<file path="src/rtl/cla_pkg.sv">
// Shared constants and lookahead helpers for the pipelined CLA adder.
package cla_pkg;

  localparam int WIDTH_DEF = 32;
  localparam int GROUP_DEF = 4;
  // Widest group the helper below accepts; callers zero-extend narrower groups.
  localparam int GMAX      = 16;

  function automatic int ng_of(input int width, input int group);
    return width / group;
  endfunction

  // Returns {P, G} of the low n bits, with G in OR-of-ANDs form.
  function automatic logic [1:0] group_pg(input logic [GMAX-1:0] p,
                                          input logic [GMAX-1:0] g,
                                          input int n);
    logic pr;
    logic gr;
    pr = 1'b1;
    gr = 1'b0;
    for (int k = GMAX - 1; k >= 0; k--) begin
      if (k < n) begin
        gr = gr | (g[k] & pr);
        pr = pr & p[k];
      end
    end
    return {pr, gr};
  endfunction

endpackage

</file>
<file path="src/rtl/cla_pipe_adder_if.sv">
// Operand/result handshake bundle for cla_pipe_adder.
interface cla_pipe_adder_if #(parameter int WIDTH = 32);

  logic             in_valid;
  logic             in_ready;
  logic [WIDTH-1:0] a;
  logic [WIDTH-1:0] b;
  logic             cin;
  logic             sub;
  logic             out_valid;
  logic             out_ready;
  logic [WIDTH-1:0] s;
  logic             cout;
  logic             ovf;
  logic             zero;
  logic             pg;
  logic             gg;

  modport master (
    output in_valid, a, b, cin, sub, out_ready,
    input  in_ready, out_valid, s, cout, ovf, zero, pg, gg
  );

  modport slave (
    input  in_valid, a, b, cin, sub, out_ready,
    output in_ready, out_valid, s, cout, ovf, zero, pg, gg
  );

endinterface

</file>
<file path="src/rtl/cla_group.sv">
// GROUP-bit carry-lookahead unit: sum from an incoming carry plus group P/G.
module cla_group #(
  parameter int GROUP = 4
) (
  input  logic [GROUP-1:0] a,
  input  logic [GROUP-1:0] b,
  input  logic             cin,
  output logic [GROUP-1:0] s,
  output logic             p,
  output logic             g
);

  logic [GROUP-1:0] pb;
  logic [GROUP-1:0] gb;
  logic [GROUP-1:0] c;
  logic             acc;
  logic             pr;

  always_comb begin
    pb  = a ^ b;
    gb  = a & b;
    c   = '0;
    acc = 1'b0;
    pr  = 1'b1;
    // Each internal carry is a flat sum of products, not a ripple.
    for (int k = 0; k < GROUP; k++) begin
      acc = 1'b0;
      pr  = 1'b1;
      for (int j = k - 1; j >= 0; j--) begin
        acc = acc | (gb[j] & pr);
        pr  = pr & pb[j];
      end
      c[k] = acc | (pr & cin);
    end
    s = pb ^ c;
    p = &pb;
    acc = 1'b0;
    pr  = 1'b1;
    for (int j = GROUP - 1; j >= 0; j--) begin
      acc = acc | (gb[j] & pr);
      pr  = pr & pb[j];
    end
    g = acc;
  end

endmodule

</file>
<file path="src/rtl/cla_pipe_adder.sv">
// Three-stage pipelined carry-lookahead adder/subtractor with valid/ready flow control.
module cla_pipe_adder
  import cla_pkg::*;
#(
  parameter int WIDTH = WIDTH_DEF,
  parameter int GROUP = GROUP_DEF
) (
  input  logic          clk,
  input  logic          rst,
  cla_pipe_adder_if.slave bus
);

  localparam int NG = ng_of(WIDTH, GROUP);

  typedef struct packed {
    logic [WIDTH-1:0] a;
    logic [WIDTH-1:0] be;
    logic             ce;
    logic [WIDTH-1:0] p;
    logic [WIDTH-1:0] g;
  } s1_t;

  typedef struct packed {
    logic [WIDTH-1:0] a;
    logic [WIDTH-1:0] be;
    logic             ce;
    logic [NG-1:0]    c;
  } s2_t;

  s1_t s1_d, s1_q;
  s2_t s2_d, s2_q;

  logic v1, v2, v3;
  logic adv1, adv2, adv3;

  logic [NG-1:0]   grp_p, grp_g;
  logic [GMAX-1:0] pe, ge;
  logic [1:0]      pgv;
  logic            acc, pr;

  logic [NG-1:0]    sgp, sgg;
  logic [WIDTH-1:0] sum;
  logic             pg_d, gg_d, cout_d, ovf_d, pr3;

  logic [WIDTH-1:0] s_q;
  logic             cout_q, ovf_q, zero_q, pg_q, gg_q;

  // Backpressure propagates combinationally from the consumer to in_ready.
  assign adv3 = ~v3 | bus.out_ready;
  assign adv2 = ~v2 | adv3;
  assign adv1 = ~v1 | adv2;

  assign bus.in_ready  = adv1;
  assign bus.out_valid = v3;
  assign bus.s         = s_q;
  assign bus.cout      = cout_q;
  assign bus.ovf       = ovf_q;
  assign bus.zero      = zero_q;
  assign bus.pg        = pg_q;
  assign bus.gg        = gg_q;

  always_comb begin
    s1_d.a  = bus.a;
    s1_d.be = bus.sub ? ~bus.b : bus.b;
    s1_d.ce = bus.sub | bus.cin;
    s1_d.p  = s1_d.a ^ s1_d.be;
    s1_d.g  = s1_d.a & s1_d.be;
  end

  always_comb begin
    grp_p = '0;
    grp_g = '0;
    pe    = '0;
    ge    = '0;
    pgv   = '0;
    acc   = 1'b0;
    pr    = 1'b1;
    for (int i = 0; i < NG; i++) begin
      pe = '0;
      ge = '0;
      pe[GROUP-1:0] = s1_q.p[i*GROUP +: GROUP];
      ge[GROUP-1:0] = s1_q.g[i*GROUP +: GROUP];
      pgv      = group_pg(pe, ge, GROUP);
      grp_p[i] = pgv[1];
      grp_g[i] = pgv[0];
    end
    s2_d.a    = s1_q.a;
    s2_d.be   = s1_q.be;
    s2_d.ce   = s1_q.ce;
    s2_d.c    = '0;
    s2_d.c[0] = s1_q.ce;
    // Every group carry is resolved directly from the group P/G terms and ce.
    for (int i = 1; i < NG; i++) begin
      acc = 1'b0;
      pr  = 1'b1;
      for (int j = i - 1; j >= 0; j--) begin
        acc = acc | (grp_g[j] & pr);
        pr  = pr & grp_p[j];
      end
      s2_d.c[i] = acc | (pr & s1_q.ce);
    end
  end

  for (genvar i = 0; i < NG; i++) begin : g_grp
    cla_group #(.GROUP(GROUP)) u_grp (
      .a   (s2_q.a[i*GROUP +: GROUP]),
      .b   (s2_q.be[i*GROUP +: GROUP]),
      .cin (s2_q.c[i]),
      .s   (sum[i*GROUP +: GROUP]),
      .p   (sgp[i]),
      .g   (sgg[i])
    );
  end

  always_comb begin
    pg_d = &sgp;
    gg_d = 1'b0;
    pr3  = 1'b1;
    for (int j = NG - 1; j >= 0; j--) begin
      gg_d = gg_d | (sgg[j] & pr3);
      pr3  = pr3 & sgp[j];
    end
    cout_d = gg_d | (pg_d & s2_q.ce);
    // Carry into the MSB is recovered from the MSB sum bit and its operands.
    ovf_d  = (sum[WIDTH-1] ^ s2_q.a[WIDTH-1] ^ s2_q.be[WIDTH-1]) ^ cout_d;
  end

  always_ff @(posedge clk or posedge rst) begin
    if (rst) begin
      v1     <= 1'b0;
      v2     <= 1'b0;
      v3     <= 1'b0;
      s1_q   <= '0;
      s2_q   <= '0;
      s_q    <= '0;
      cout_q <= 1'b0;
      ovf_q  <= 1'b0;
      zero_q <= 1'b0;
      pg_q   <= 1'b0;
      gg_q   <= 1'b0;
    end else begin
      if (adv1) begin
        v1   <= bus.in_valid;
        s1_q <= s1_d;
      end
      if (adv2) begin
        v2   <= v1;
        s2_q <= s2_d;
      end
      if (adv3) begin
        v3     <= v2;
        s_q    <= sum;
        cout_q <= cout_d;
        ovf_q  <= ovf_d;
        zero_q <= ~|sum;
        pg_q   <= pg_d;
        gg_q   <= gg_d;
      end
    end
  end

endmodule
</file>
<file path="src/flat_wrapper.sv">
// flat-port wrapper written by rule: the top's interface ports become plain ports
module cla_pipe_adder_flat import cla_pkg::*;
#(
  parameter int WIDTH = WIDTH_DEF,
  parameter int GROUP = GROUP_DEF
)
  (clk, rst, bus_in_valid, bus_a, bus_b, bus_cin, bus_sub, bus_out_ready, bus_in_ready, bus_out_valid, bus_s, bus_cout, bus_ovf, bus_zero, bus_pg, bus_gg);
  cla_pipe_adder_if #(.WIDTH(WIDTH)) bus_i ();
  input  logic clk;
  input  logic rst;
  input wire logic [$bits(bus_i.in_valid)-1:0] bus_in_valid;
  input wire logic [$bits(bus_i.a)-1:0] bus_a;
  input wire logic [$bits(bus_i.b)-1:0] bus_b;
  input wire logic [$bits(bus_i.cin)-1:0] bus_cin;
  input wire logic [$bits(bus_i.sub)-1:0] bus_sub;
  input wire logic [$bits(bus_i.out_ready)-1:0] bus_out_ready;
  output wire logic [$bits(bus_i.in_ready)-1:0] bus_in_ready;
  output wire logic [$bits(bus_i.out_valid)-1:0] bus_out_valid;
  output wire logic [$bits(bus_i.s)-1:0] bus_s;
  output wire logic [$bits(bus_i.cout)-1:0] bus_cout;
  output wire logic [$bits(bus_i.ovf)-1:0] bus_ovf;
  output wire logic [$bits(bus_i.zero)-1:0] bus_zero;
  output wire logic [$bits(bus_i.pg)-1:0] bus_pg;
  output wire logic [$bits(bus_i.gg)-1:0] bus_gg;
  assign bus_i.in_valid = bus_in_valid;
  assign bus_i.a = bus_a;
  assign bus_i.b = bus_b;
  assign bus_i.cin = bus_cin;
  assign bus_i.sub = bus_sub;
  assign bus_i.out_ready = bus_out_ready;
  assign bus_in_ready = bus_i.in_ready;
  assign bus_out_valid = bus_i.out_valid;
  assign bus_s = bus_i.s;
  assign bus_cout = bus_i.cout;
  assign bus_ovf = bus_i.ovf;
  assign bus_zero = bus_i.zero;
  assign bus_pg = bus_i.pg;
  assign bus_gg = bus_i.gg;
  cla_pipe_adder #(.WIDTH(WIDTH), .GROUP(GROUP)) u_core (.clk(clk), .rst(rst), .bus(bus_i));
endmodule
</file>
<file path="config.mk">
export PLATFORM = sky130hd
export DESIGN_NAME = cla_pipe_adder_flat
export DESIGN_NICKNAME = d
export VERILOG_FILES = /design/src/rtl/cla_pkg.sv /design/src/rtl/cla_pipe_adder_if.sv /design/src/rtl/cla_group.sv /design/src/rtl/cla_pipe_adder.sv /design/src/flat_wrapper.sv
export SDC_FILE = /design/constraint.sdc
export NUM_CORES = 1
export LEC_CHECK = 0
export CORE_ASPECT_RATIO = 0.7
export CORE_MARGIN = 8
export CORE_UTILIZATION = 40
export DETAILED_ROUTE_END_ITERATION = 10
export PLACE_DENSITY = 0.64
export SETUP_SLACK_MARGIN = 0.2
export SLEW_MARGIN = 20
export SYNTH_ARGS = -nofsm -noshare
export SYNTH_HDL_FRONTEND = slang
export SYNTH_SLANG_ARGS = --single-unit
</file>
<file path="constraint.sdc">
create_clock -name clk -period 18.1 [get_ports clk]
set_input_delay 5.43 -clock clk [delete_from_list [all_inputs] [get_ports clk]]
set_output_delay 5.43 -clock clk [all_outputs]
set_load 0.02 [all_outputs]
</file>
==> results.toml <==
[cells_and_area]
diodes = 0
syn2layout_area_growth_pct = 20.3
fin_area_um2 = 13200
fill_cells = 2383
final_nets = 1124
mostFrequentLayoutCells = "233 x dfrtp_1, 167 x mux2_2, 107 x clkdlybuf4s50_1, 74 x nand2_1, 60 x ha_1"
multi_input_area_um2 = 4880
layout-drive-gt1-share_pct = 22.2
final_common_cell = "dfrtp_1"
ff_latch_area_um2 = 5830

[timing]
slew_viol_final = 0
fin_crit_sh_pct = 74.4
grt_setup_unrepaired = "no"
worst_slew_pin_slew_ps = 973
fin_skew_ps = 11.0
fin_crit_ps = 13470
relSlewSlack_pct = 35.1
fmax_mhz = 74.2
finalHoldViolations = 0
fin_tns_setup_ps = 0
finalSetupViolations = 0

[cts]
holdBufCountCts = 0
cts_buffer_depth = 3
cts_buffers = 24
ctsResizeCount = 0
clk_latency_ps = 510
cts_sinks = 233
cts_max_level = 1
path_clk_slew_ps = 60
cts_root_buf = "clkbuf_16"
post_cts_buffers = 0
cts_tree = "done"

[floorplanning]
die_area_um2 = 33000
die_w_um = 214
dieHeight_um = 155
initial_utilization_pct = 40.9
ioPinCount = 109
rows = 50
core-area_um2 = 26800

[yosys]
ys_warn_count = 0
ys_seq_elements = 233
yosys-mux-area-fraction_pct = 17.4
syn_area_per_cell_um2 = 12.5
synthCells = 879
synth_xor_area_share_pct = 4.87
synthSimpleGateAreaFrac_pct = 6.71
ys_types = 43
synth_area_um2 = 11000
synth_flop_cell = "dfrtp_1"
synth_enable_flop_cells = 0
seq_area_frac_synth_pct = 53.2
synth_compound_area_share_pct = 7.10
synth_top_family_by_area = "multiplexers"
async_flop_share_pct = 100
synthAdderAreaFrac_pct = 8.31
syn-num-nets = 1017

[worst_setup_path]
cp-start-kind = "primary input"
path_class = "primary input to output port"
cp.arrival_ps = 8040
cp.required_ps = 12670
cp-end-kind = "output port"
crit_fanout = 74
crit_end = "bus_in_ready"
r2r_slack_ps = 14980
reg2regPathDepth = 7
startpoint = "bus_out_ready"
r2r-start = "u_core.bus.out_valid"
reg2reg_to = "u_core.s1_q[69]"

[global_route]
grt_pass1_vias = 6955
grt_max_degree = 100
grt_antenna_before_repair = 0
grt_remaining_overflow = 0
grtUsageTotal_pct = 15.2
grt_pass1_wl_mm = 40.1

[drt]
dr.pass1.iters = 5
vias = 6868
antenna_left = 0
via_per_inst = 5.03
wire_per_inst_um = 18.2
first_iter_violations = 378
wirelength_mm = 24.9
drcViolationCount = 0

[run_status]
status = "finished, final reports clean"

[place]
gp_congestion = 0.800
placed_area_um2 = 12400
port-buffer-count = 108
dp_hpwl_mm = 18.3

[worst_hold_path]
hold_path_class = "register to register"

[power]
peakVddDrop_mv = 0.0701
p_per_area_nw_per_um2 = 132
p_leak_nw = 5.94

[job]
max_cap_violations = 0
final cells by class:
class	instances	area share [%]
clock buffer	34	5.30
clock inverter	7	0.503
inverter	27	0.825
multi-input combinational	583	37.0
sequential	233	44.2
tap	364	3.45
timing repair buffer	117	8.70
cell families (layout without fill, tap and decap cells):
| logic type | count (synthesis) | in the layout |
|---|---|---|
| muxes | 170 | 170 |
| and+or+nand+nor | 159 | 159 |
| AOI/OAI and AO/OA | 125 | 125 |
| adders and majority gates | 68 | 68 |
| DFF | 233 | 233 |
| xor gates and xnor gates | 61 | 61 |
| buffers and inverters | 63 | 185 |
metal layers:
layer / part of all wire, % / up-vias / GRT usage, %
li1: - / 3286 / -
met1: 53 / 3378 / 24.9
met2: 38 / 172 / 20.0
met3: 7.0 / 32 / 2.93
met4: 1.8 / 0 / 2.96
met5: 0 / - / 0
stage by stage:
step / cells / hold slack, ps / utilization (%) / total power (W) / worst slack (ps)
3_3_place_gp: 1324 / 451 / 46.3 / 0.00126 / 4620
4_1_cts: 1365 / 476 / 49.1 / 0.00176 / 4580
5_1_grt: 1365 / 508 / 49.1 / 0.00184 / 4500
6_report: 1365 / 474 / 49.1 / 0.00174 / 4630
2_1_floorplan: 879 / 435 / - / 0.00104 / 6260
3_5_place_dp: 1324 / 461 / 46.3 / 0.00127 / 4600
where the power goes:
| group | internal (W) | switching [W] | leakage (nW) |
|---|---|---|---|
| Clock | 0.000282 | 0.000198 | 0.377 |
| Combinational | 0.000254 | 0.000302 | 2.81 |
| Sequential | 0.000630 | 0.0000726 | 2.76 |
| Total | 0.00117 | 0.000573 | 5.94 |
state kept, by name, indices dropped and copies added (netlist names):
signal	count
u_core.bus.cout	1
u_core.bus.gg	1
u_core.bus.out_valid	1
u_core.bus.ovf	1
u_core.bus.pg	1
u_core.bus.s	32
u_core.bus.zero	1
u_core.s1_q	121
u_core.s2_q	72
u_core.v1	1
u_core.v2	1
critical path: stages:
cell and delay [ps]:
clkdlybuf4s50_1 500, nor2b_2 50, buf_4 230, and2_2 260, nand2_4 60, buf_4 740
clkdlybuf4s50_1 760
cell usage after synthesis, drive strengths merged, types with 8 or more instances:
cell	instances	share of area, %
nor2	33	1.1
o21ai	32	1.5
ha	60	6.8
clkbuf	14	0.48
xor2	44	3.5
nand2	75	2.6
mux2	167	17
xnor2	17	1.4
nand4	13	0.74
inv	27	0.92
buf	22	1.0
fa	8	1.5
a21oi	45	2.1
dfrtp	233	53
a21o	24	1.6
how the worst min path moves through the flow:
stage / startpoint / end / slack, ps / depth (start not counted)
global route: u_core.s1_q[65] / u_core.s2_q[9] / 510 / 2
CTS: u_core.bus.s[26] / u_core.bus.s[26] / 480 / 2
detailed placement: u_core.bus.s[27] / u_core.bus.s[27] / 460 / 2
floorplan: u_core.v1 / u_core.v2 / 430 / 1
global placement: u_core.bus.s[26] / u_core.bus.s[26] / 450 / 2
finish: u_core.bus.s[31] / u_core.bus.s[31] / 470 / 2
No activity file was read; power rests on OpenSTA's default activity.
